<file path="src/rtl/count8_down.sv">
// 8-bit loadable down counter with registered terminal-count pulse.
// Optional macro COUNT8_DOWN_RELOAD_EN: reload from the last loaded value on expiry instead of wrapping.
module count8_down (
   input  logic       clk,
   input  logic       res,
   input  logic [7:0] CNT_In,
   input  logic       load,
   input  logic       EN,
   output logic [7:0] CNT,
   output logic       ZERO,
   output logic       TC
);

   typedef enum logic {
      ST_RUN,
      ST_EXPIRED
   } state_e;

   logic [7:0] cnt_q, cnt_d;
   logic       tc_q, tc_d;
   logic [7:0] tgl;
   state_e     state;

`ifdef COUNT8_DOWN_RELOAD_EN
   logic [7:0] rld_q, rld_d;
`endif

   // Counter state is fully determined by the count value; no separate state flops.
   always_comb state = (cnt_q == '0) ? ST_EXPIRED : ST_RUN;

   // Borrow chain: a bit toggles when every lower bit is already zero.
   assign tgl[0] = EN;
   for (genvar i = 0; i < 7; i++) begin : g_borrow
      assign tgl[i+1] = tgl[i] & ~cnt_q[i];
   end

   always_comb begin
      cnt_d = cnt_q;
      tc_d  = 1'b0;
`ifdef COUNT8_DOWN_RELOAD_EN
      rld_d = rld_q;
`endif
      if (load) begin
         cnt_d = CNT_In;
`ifdef COUNT8_DOWN_RELOAD_EN
         rld_d = CNT_In;
`endif
      end else if (EN) begin
         unique case (state)
            ST_RUN: begin
               cnt_d = cnt_q ^ tgl;
               tc_d  = (cnt_q == 8'h01);
            end
            ST_EXPIRED: begin
`ifdef COUNT8_DOWN_RELOAD_EN
               cnt_d = rld_q;
`else
               // All-zero count makes every toggle term active: wraps to 0xFF.
               cnt_d = cnt_q ^ tgl;
`endif
            end
            default: cnt_d = cnt_q;
         endcase
      end
   end

   always_ff @(posedge clk) begin
      if (!res) begin
         cnt_q <= '0;
         tc_q  <= 1'b0;
      end else begin
         cnt_q <= cnt_d;
         tc_q  <= tc_d;
      end
   end

`ifdef COUNT8_DOWN_RELOAD_EN
   always_ff @(posedge clk) begin
      if (!res) rld_q <= '0;
      else      rld_q <= rld_d;
   end
`endif

   assign CNT  = cnt_q;
   assign ZERO = (cnt_q == '0);
   assign TC   = tc_q;

endmodule

</file>
<file path="config.mk">
export PLATFORM = sky130hd
export DESIGN_NAME = count8_down
export DESIGN_NICKNAME = d
export VERILOG_FILES = /design/src/rtl/count8_down.sv
export SDC_FILE = /design/constraint.sdc
export NUM_CORES = 1
export LEC_CHECK = 0
export ABC_AREA = 0
export BUFFER_PORTS_ARGS = -buffer_cell sky130_fd_sc_hd__buf_4
export CORE_AREA = 2 2 39 41
export DETAILED_ROUTE_END_ITERATION = 16
export DIE_AREA = 0 0 41 43
export MAX_ROUTING_LAYER = met4
export PLACE_DENSITY = 0.75
export SETUP_SLACK_MARGIN = 0.02
export SLEW_MARGIN = 20
export SYNTH_ARGS = -nofsm -noshare
export SYNTH_HDL_FRONTEND = slang
export SYNTH_SLANG_ARGS = --single-unit
</file>
<file path="constraint.sdc">
create_clock -name clk -period 3 [get_ports clk]
set_input_delay 0.15 -clock clk [delete_from_list [all_inputs] [get_ports clk]]
set_output_delay 0.15 -clock clk [all_outputs]
set_load 0.05 [all_outputs]
</file>
# Word level (Yosys, flattened, before mapping)
# Index checks and enable logic that the tools add are counted.
[op_classes] n_eq_ne=1 mux=3 bitwise=17 n_reduce_logical=3
[op_table] op="$mux 8" n=2
[op_table] op="$not 1->1" n=9
[op_table] op="$eq 8x1->1 const B" n=1
[op_table] op="$logic_not 8->1" n=1
[op_table] op="$xor 8x8->8" n=1
[op_table] op="$and 1x1->1" n=7
[op_table] op="$reduce_or 4->1" n=1
[op_table] op="$reduce_bool 2->1" n=1
[op_table] op="$mux 1" n=1
[word_totals] regBits=9 out_inout_bits=10 wordCells=26

# Logic depth before layout (Yosys ltp)
# Gate-level depths: netlist of run 1.
[depth] word_depth=11 depth_mapped=10 ltp_nobuf=10

# Worst setup path before layout of run 1
# OpenSTA, ideal clock, no wires.
[synth_timing] path_type="reg-to-reg" startpoint="register cnt_q[0], in the netlist CNT[0]" endpoint="register cnt_q[7], in the netlist CNT[7]" setup_time_ns=0.118 arrival_ns=2.392 slack_ns=0.491 stages_incl_launch_ff=11 synth_period_minus_slack_ns=2.509 cell_sequence="dfxtp_1 > inv_1 > ha_1 > ha_1 > ha_1 > ha_1 > ha_1 > ha_1 > ha_1 > a211o_1 > o2111a_1"
[synth_between] elab_chain_len=11
[synth_lines] item="start, declared" line="19" source="logic [7:0] cnt_q, cnt_d;"
[synth_lines] item="start signal, assigned" line="72" source="cnt_q <= cnt_d;"
[synth_lines] item="$not 1->1" line="34" source="assign tgl[i+1] = tgl[i] & ~cnt_q[i];"
[synth_lines] item="$and 1x1->1 (7 in a row)" line="34"
[synth_lines] item="$xor 8x8->8" line="51, 59"
[synth_lines] item="$mux 8" line="48" source="end else if (EN) begin"
[synth_lines] item="$mux 8" line="43" source="if (load) begin"
# Every way passes these cells. The select of a mux whose other input is x is not followed.
# A chain may end at the register's enable or synchronous reset.

# Final worst setup path of run 1
# Same ends and word-level chain as after synthesis.

==> metrics.yaml, run 1 <==
status: "completed"
skew_ns: 0.00387
worstMarginPinSlew_ns: 0.296
syn_area_per_cell_um2: 8.60
netlist_area_um2: 551
synth_edf_count: 0
startpoint_type: "register"
gp_congestion: 0.773
critical_path.top_delay_family: "adder cells"
insertion_delay_ns: 0.26
cp_cell_sequence: "inv_1 -> ha_1 -> ha_1 -> ha_1 -> ha_1 -> ha_1 -> ha_1 -> ha_1 -> a211o_1 -> o2111a_1"
cp_data_required_time_ns: 3.16
ys_ff_latch: 9
dp_slack_ns: 0.714
path_max_fanout: 5
ant_nets: 0
start_util: 0.398
drt_iter0_drc: 7
gr-usage-met3: 0.0314
hold_viol_final: 0
rsz0062_at_grt: "no"
grt_antenna_before_repair: 0
power_density_mw_per_mm2: 475
reg2reg_from: "CNT[0]$_SDFFE_PN0P_"
max-cap-violations: 0
finish.utilization: 0.535
synthesis.nets: 83
route.detailed.wl_per_inst_um: 12.2
ys.flop_type: "dfxtp_1"
clockRootBuffer: "clkbuf_4"
grtUsageTotal: 0.161
post_cts_buffers: 0
synth-async-reset-ratio: 0
fin_crit_ns: 2.28
numCtsBuffers: 3
clk_pin_slew_ns: 0.07
synth.distinct_cells: 16
globalRouteOverflowTotal: 0
cp.buffers_inverters: 1
use_met1: 0.188
cpMostUsedCell: "ha_1"
crit_slowest_cell: "dfxtp_1"
dp_hpwl_um: 942
setup_slack_ns: 0.723
slowest_delay_ns: 0.40
first_pass_iters: 3
num_io_pins: 22
drive_gt1_frac: 0.314
vias: 521
drv_slew: 0
syn_inst: 64
finalNetCount: 106
antenna_cells: 0
peakVddDrop_mv: 0.221
die_w_um: 41
cts_hold_buf: 0
vias_per_cell: 5.11
fmax_mhz: 439
rows: 14
portBuffers: 21
area_growth_pct: 34.5
grt_pass1_vias: 447
setup_tns_ns: 0
grt_max_degree: 19
ys_seq_area_frac: 0.327
power_leakage_nw: 0.348
clock_sinks: 9
synth_warnings: 0
finalSetupViolations: 0
end_kind: "register"
tritoncts: "yes"
criticalPathCategory: "register to register"
htreeDepth: 1
drcViolationCount: 0
fin_crit_sh: 0.759
hold_class: "input port to register"
dieHeight_um: 43
ctsResizeCount: 0
cts_buffer_depth: 2
coreArea_mm2: 0.00138
grt_most_used_layer: "met2"
relSlewSlack: 0.802
use_met2: 0.259
grt_first_pass_wirelength_um: 1860
wl_um: 1240
crit_path_start: "CNT[0]$_SDFFE_PN0P_"
cp.arrival_ns: 2.43
hold_path_startpoint: "CNT_In[5]"
die_area_mm2: 0.00176
[synthesized netlist by cell type, drive strengths merged, types with 2 or more instances]
cell | number | area, µm²
inv | 8 | 30.0
nand4b | 2 | 17.5
dfxtp | 9 | 180
nor2 | 7 | 26.3
ha | 7 | 87.6
o31ai | 7 | 52.6
nand3 | 7 | 35.0
buf | 2 | 10.0
nor3 | 2 | 20.0
and2 | 7 | 43.8
[where the power goes]
part	internal, mW	switching [mW]	total (mW)
logic	0.0466	0.0705	0.117
clock network	0.0514	0.0455	0.0969
registers	0.129	0.00938	0.138
total	0.227	0.125	0.352
[worst paths after layout]
| kind | slack (ns) | cells past startpoint | endpoint |
|---|---|---|---|
| max reg2reg | 0.72 | 10 | CNT[7]$_SDFFE_PN0P_ |
| max | 0.72 | 10 | CNT[7]$_SDFFE_PN0P_ |
| min reg2reg | 0.54 | 2 | TC$_SDFF_PP0_ |
| min | 0.10 | 3 | CNT[5]$_SDFFE_PN0P_ |
[logic make-up (layout without fill, tap and decap cells)]
| family | after synthesis | after routing | synth area share |
|---|---|---|---|
| flip-flops | 9 | 9 | 0.327 |
| AO/OA/AOI/OAI | 9 | 9 | 0.132 |
| buffers and inverters | 11 | 33 | 0.0795 |
| AND/OR/NAND/NOR | 28 | 28 | 0.302 |
| adder cells (fa/ha/maj) | 7 | 7 | 0.159 |
[stage by stage]
stage / hold WS [ns] / instance area [µm²] / total power, mW / instances
after global placement: 0.376 / 714 / 0.256 / 98
after detailed placement: 0.380 / 714 / 0.259 / 98
after CTS: 0.106 / 741 / 0.356 / 102
after floorplan: 0.282 / 551 / 0.220 / 64
after global routing: 0.118 / 741 / 0.371 / 102
final: 0.104 / 741 / 0.352 / 102
[state kept, by name, summed over array words and instances, names as in the netlist]
signal,count
TC,1
CNT,8
[placed cells by master, fill, tap and decap left out]
master / instances
clkbuf_1: 1
and2_1: 7
nor2_1: 7
or3_1: 1
nand4b_1: 2
clkbuf_4: 3
ha_1: 7
o31ai_1: 7
dfxtp_1: 9
inv_1: 8
nor3_2: 2
nand2b_1: 1
buf_4: 21
o2111a_1: 1
nand3_1: 7
a211o_1: 1
or4_4: 1
[worst reg2reg max path, stage by stage (launching register included)]
cell and delay (ns):
dfxtp_1 0.40, inv_1 0.06, ha_1 0.18, ha_1 0.18, ha_1 0.18, ha_1 0.18
ha_1 0.19, ha_1 0.18, ha_1 0.20, a211o_1 0.29, o2111a_1 0.14
[layer usage]
| layer | part of all wire | wire, µm |
|---|---|---|
| met5 | 0 | 0 |
| met4 | 0.013 | 16 |
| met3 | 0.061 | 76 |
| met2 | 0.49 | 606 |
| met1 | 0.44 | 542 |
[layout make-up]
cell class / count / area (µm²)
Inverter: 8 / 30.0
Multi-Input combinational cell: 44 / 327
Clock buffer: 4 / 26.3
Fill cell: 136 / 643
Timing Repair Buffer: 21 / 158
Sequential cell: 9 / 180
Tap cell: 16 / 20.0
No activity file was read; power rests on OpenSTA's default activity.
==> run 2: changes to the inputs <==
==> constraint.sdc (replaced) <==
create_clock -name clk -period 2.1 [get_ports clk]
set_input_delay 0.105 -clock clk [delete_from_list [all_inputs] [get_ports clk]]
set_output_delay 0.105 -clock clk [all_outputs]
set_load 0.05 [all_outputs]
==> metrics.yaml, run 2 (synthesis results as in run 1) <==
cp.buffers_inverters: 1  # unchanged
critical_path.top_delay_family: "adder cells"  # unchanged
finalNetCount: 109  # was 106
dp_slack_ns: 0.0741  # was 0.714 ns
gp_congestion: 0.733  # was 0.773
fin_crit_sh: 0.960  # was 0.759
end_kind: "register"  # unchanged
fin_crit_ns: 2.02  # was 2.28 ns
wl_um: 1230  # was 1240 µm
finish.utilization: 0.606  # was 0.535
clk_pin_slew_ns: 0.07  # about the same
antenna_cells: 0  # unchanged
rr_endpoint: "CNT[7]$_SDFFE_PN0P_"  # unchanged
setup_slack_ns: 0.0844  # was 0.723 ns
grt_pass1_vias: 511  # was 447
holdPathEnd: "CNT[5]$_SDFFE_PN0P_"  # unchanged
criticalPathCategory: "register to register"  # unchanged
reg2reg_depth: 10  # unchanged
power_leakage_nw: 0.365  # was 0.348 nW
met3WireLength_um: 61  # was 76 µm
cpMostUsedCell: "ha_4"  # was ha_1
dp_hpwl_um: 939  # was 942 µm
power_density_mw_per_mm2: 624  # was 475 mW/mm²
globalRouteOverflowTotal: 0  # unchanged
startpoint_type: "register"  # unchanged
insertion_delay_ns: 0.26  # about the same
max-cap-violations: 0  # unchanged
fill_cells: 132  # was 136
cp_data_required_time_ns: 2.26  # was 3.16 ns
numCtsBuffers: 3  # unchanged
post_cts_buffers: 0  # unchanged
vias: 539  # was 521
path_max_fanout: 5  # unchanged
portBuffers: 21  # unchanged
whs_path_depth: 3  # unchanged
reg2reg_from: "CNT[0]$_SDFFE_PN0P_"  # unchanged
cts_buffer_depth: 2  # unchanged
vias_per_cell: 5.13  # was 5.11
route.met2.wl_um: 600  # was 606 µm
grt_antenna_before_repair: 0  # unchanged
cp.arrival_ns: 2.17  # was 2.43 ns
largest_register_ffs: 8  # unchanged
multi_input_area_um2: 394  # was 327 µm²
drt-met1-wl_um: 546  # was 542 µm
relSlewSlack: 0.791  # was 0.802
rsz0062_at_grt: "no"  # unchanged
status: "completed"  # unchanged
clockRootBuffer: "clkbuf_4"  # unchanged
stdcell_count: 105  # was 102
die_w_um: 41  # unchanged
grt_first_pass_wirelength_um: 2110  # was 1860 µm
area_growth_pct: 52.3  # was 34.5%
worstMarginPinSlew_ns: 0.313  # was 0.296 ns
layout_commonest_cell: "buf_4"  # unchanged
hold_slack_ns: 0.0648  # was 0.104 ns
peakVddDrop_mv: 0.314  # was 0.221 mV
start_util: 0.398  # unchanged
htreeDepth: 1  # unchanged
hold_path_startpoint: "CNT_In[5]"  # unchanged
skew_ns: 0.00835  # was 0.00387 ns
cp_cell_sequence: "inv_2 -> ha_2 -> ha_2 -> ha_4 -> ha_4 -> ha_4 -> ha_4 -> ha_4 -> a211o_1 -> o2111a_1"  # was inv_1 -> ha_1 -> ha_1 -> ha_1 -> ha_1 -> ha_1 -> ha_1 -> ha_1 -> a211o_1 -> o2111a_1
dp_cells: 99  # was 98
slowest_delay_ns: 0.37  # was 0.40 ns
ctsResizeCount: 0  # unchanged
cts_hold_buf: 0  # unchanged
fmax_mhz: 496  # was 439 MHz
route.detailed.wl_per_inst_um: 11.7  # was 12.2 µm
reg2reg_slack_ns: 0.08  # was 0.72 ns
ant_nets: 0  # unchanged
top_layer: "met4"  # unchanged
drcViolationCount: 0  # unchanged
clock_sinks: 9  # unchanged
drt_iter0_drc: 3  # was 7
grt_max_degree: 18  # was 19
rows: 14  # unchanged
setup_tns_ns: 0  # unchanged
hold_viol_final: 0  # unchanged
coreArea_mm2: 0.00138  # unchanged
dieHeight_um: 43  # unchanged
finalSetupViolations: 0  # unchanged
drv_slew: 0  # unchanged
drive_gt1_frac: 0.472  # was 0.314
grtUsageTotal: 0.186  # was 0.161
hold_class: "input port to register"  # unchanged
first_pass_iters: 3  # unchanged
crit_slowest_cell: "dfxtp_4"  # was dfxtp_1
seqCellArea_um2: 186  # was 180 µm²
num_io_pins: 22  # unchanged
tritoncts: "yes"  # unchanged
die_area_mm2: 0.00176  # unchanged
-- run 2: layer usage --
metal	vias to the layer above	GRT usage
met1	249	0.212
met2	12	0.284
met3	2	0.0314
li1	276	-
met5	-	-
met4	0	0.120
-- run 2: power breakdown --
part / internal (mW) / switching [mW]
logic: 0.0818 / 0.110
clock network: 0.0702 / 0.0637
registers: 0.184 / 0.0134
-- run 2: worst reg2reg max path: cells and delay by family (launching register included) --
family / cells / cell delay [ns]
adders and majority gates: 7 / 1.09
AOI/OAI and AO/OA: 2 / 0.41
buffers and inverters: 1 / 0.03
DFF: 1 / 0.37
-- run 2: stage by stage --
step                      power [mW]  instance area (µm²)
after floorplan                0.332                  624
after global placement         0.387                  796
after detailed placement       0.392                  796
after CTS                      0.529                  823
after global routing           0.559                  838
final                          0.523                  838
-- run 2: layout make-up --
cell class,count,share of cell area
Tap cell,16,0.0239
Sequential cell,9,0.222
Inverter,8,0.0358
Clock inverter,1,0.00597
Clock buffer,3,0.0269
Multi-Input combinational cell,44,0.470
Timing Repair Buffer,24,0.215
-- run 2: how the worst max path moves through the flow --
| stage | endpoint | slack [ns] | start | depth (start not counted) |
|---|---|---|---|---|
| floorplan | CNT[7]$_SDFFE_PN0P_ | 0.02 | CNT[0]$_SDFFE_PN0P_ | 10 |
| global placement | CNT[7]$_SDFFE_PN0P_ | 0.09 | CNT[0]$_SDFFE_PN0P_ | 10 |
| detailed placement | CNT[7]$_SDFFE_PN0P_ | 0.07 | CNT[0]$_SDFFE_PN0P_ | 10 |
| CTS | CNT[7]$_SDFFE_PN0P_ | 0.06 | CNT[0]$_SDFFE_PN0P_ | 10 |
| global route | CNT[7]$_SDFFE_PN0P_ | 0.02 | CNT[0]$_SDFFE_PN0P_ | 10 |
| finish | CNT[7]$_SDFFE_PN0P_ | 0.08 | CNT[0]$_SDFFE_PN0P_ | 10 |
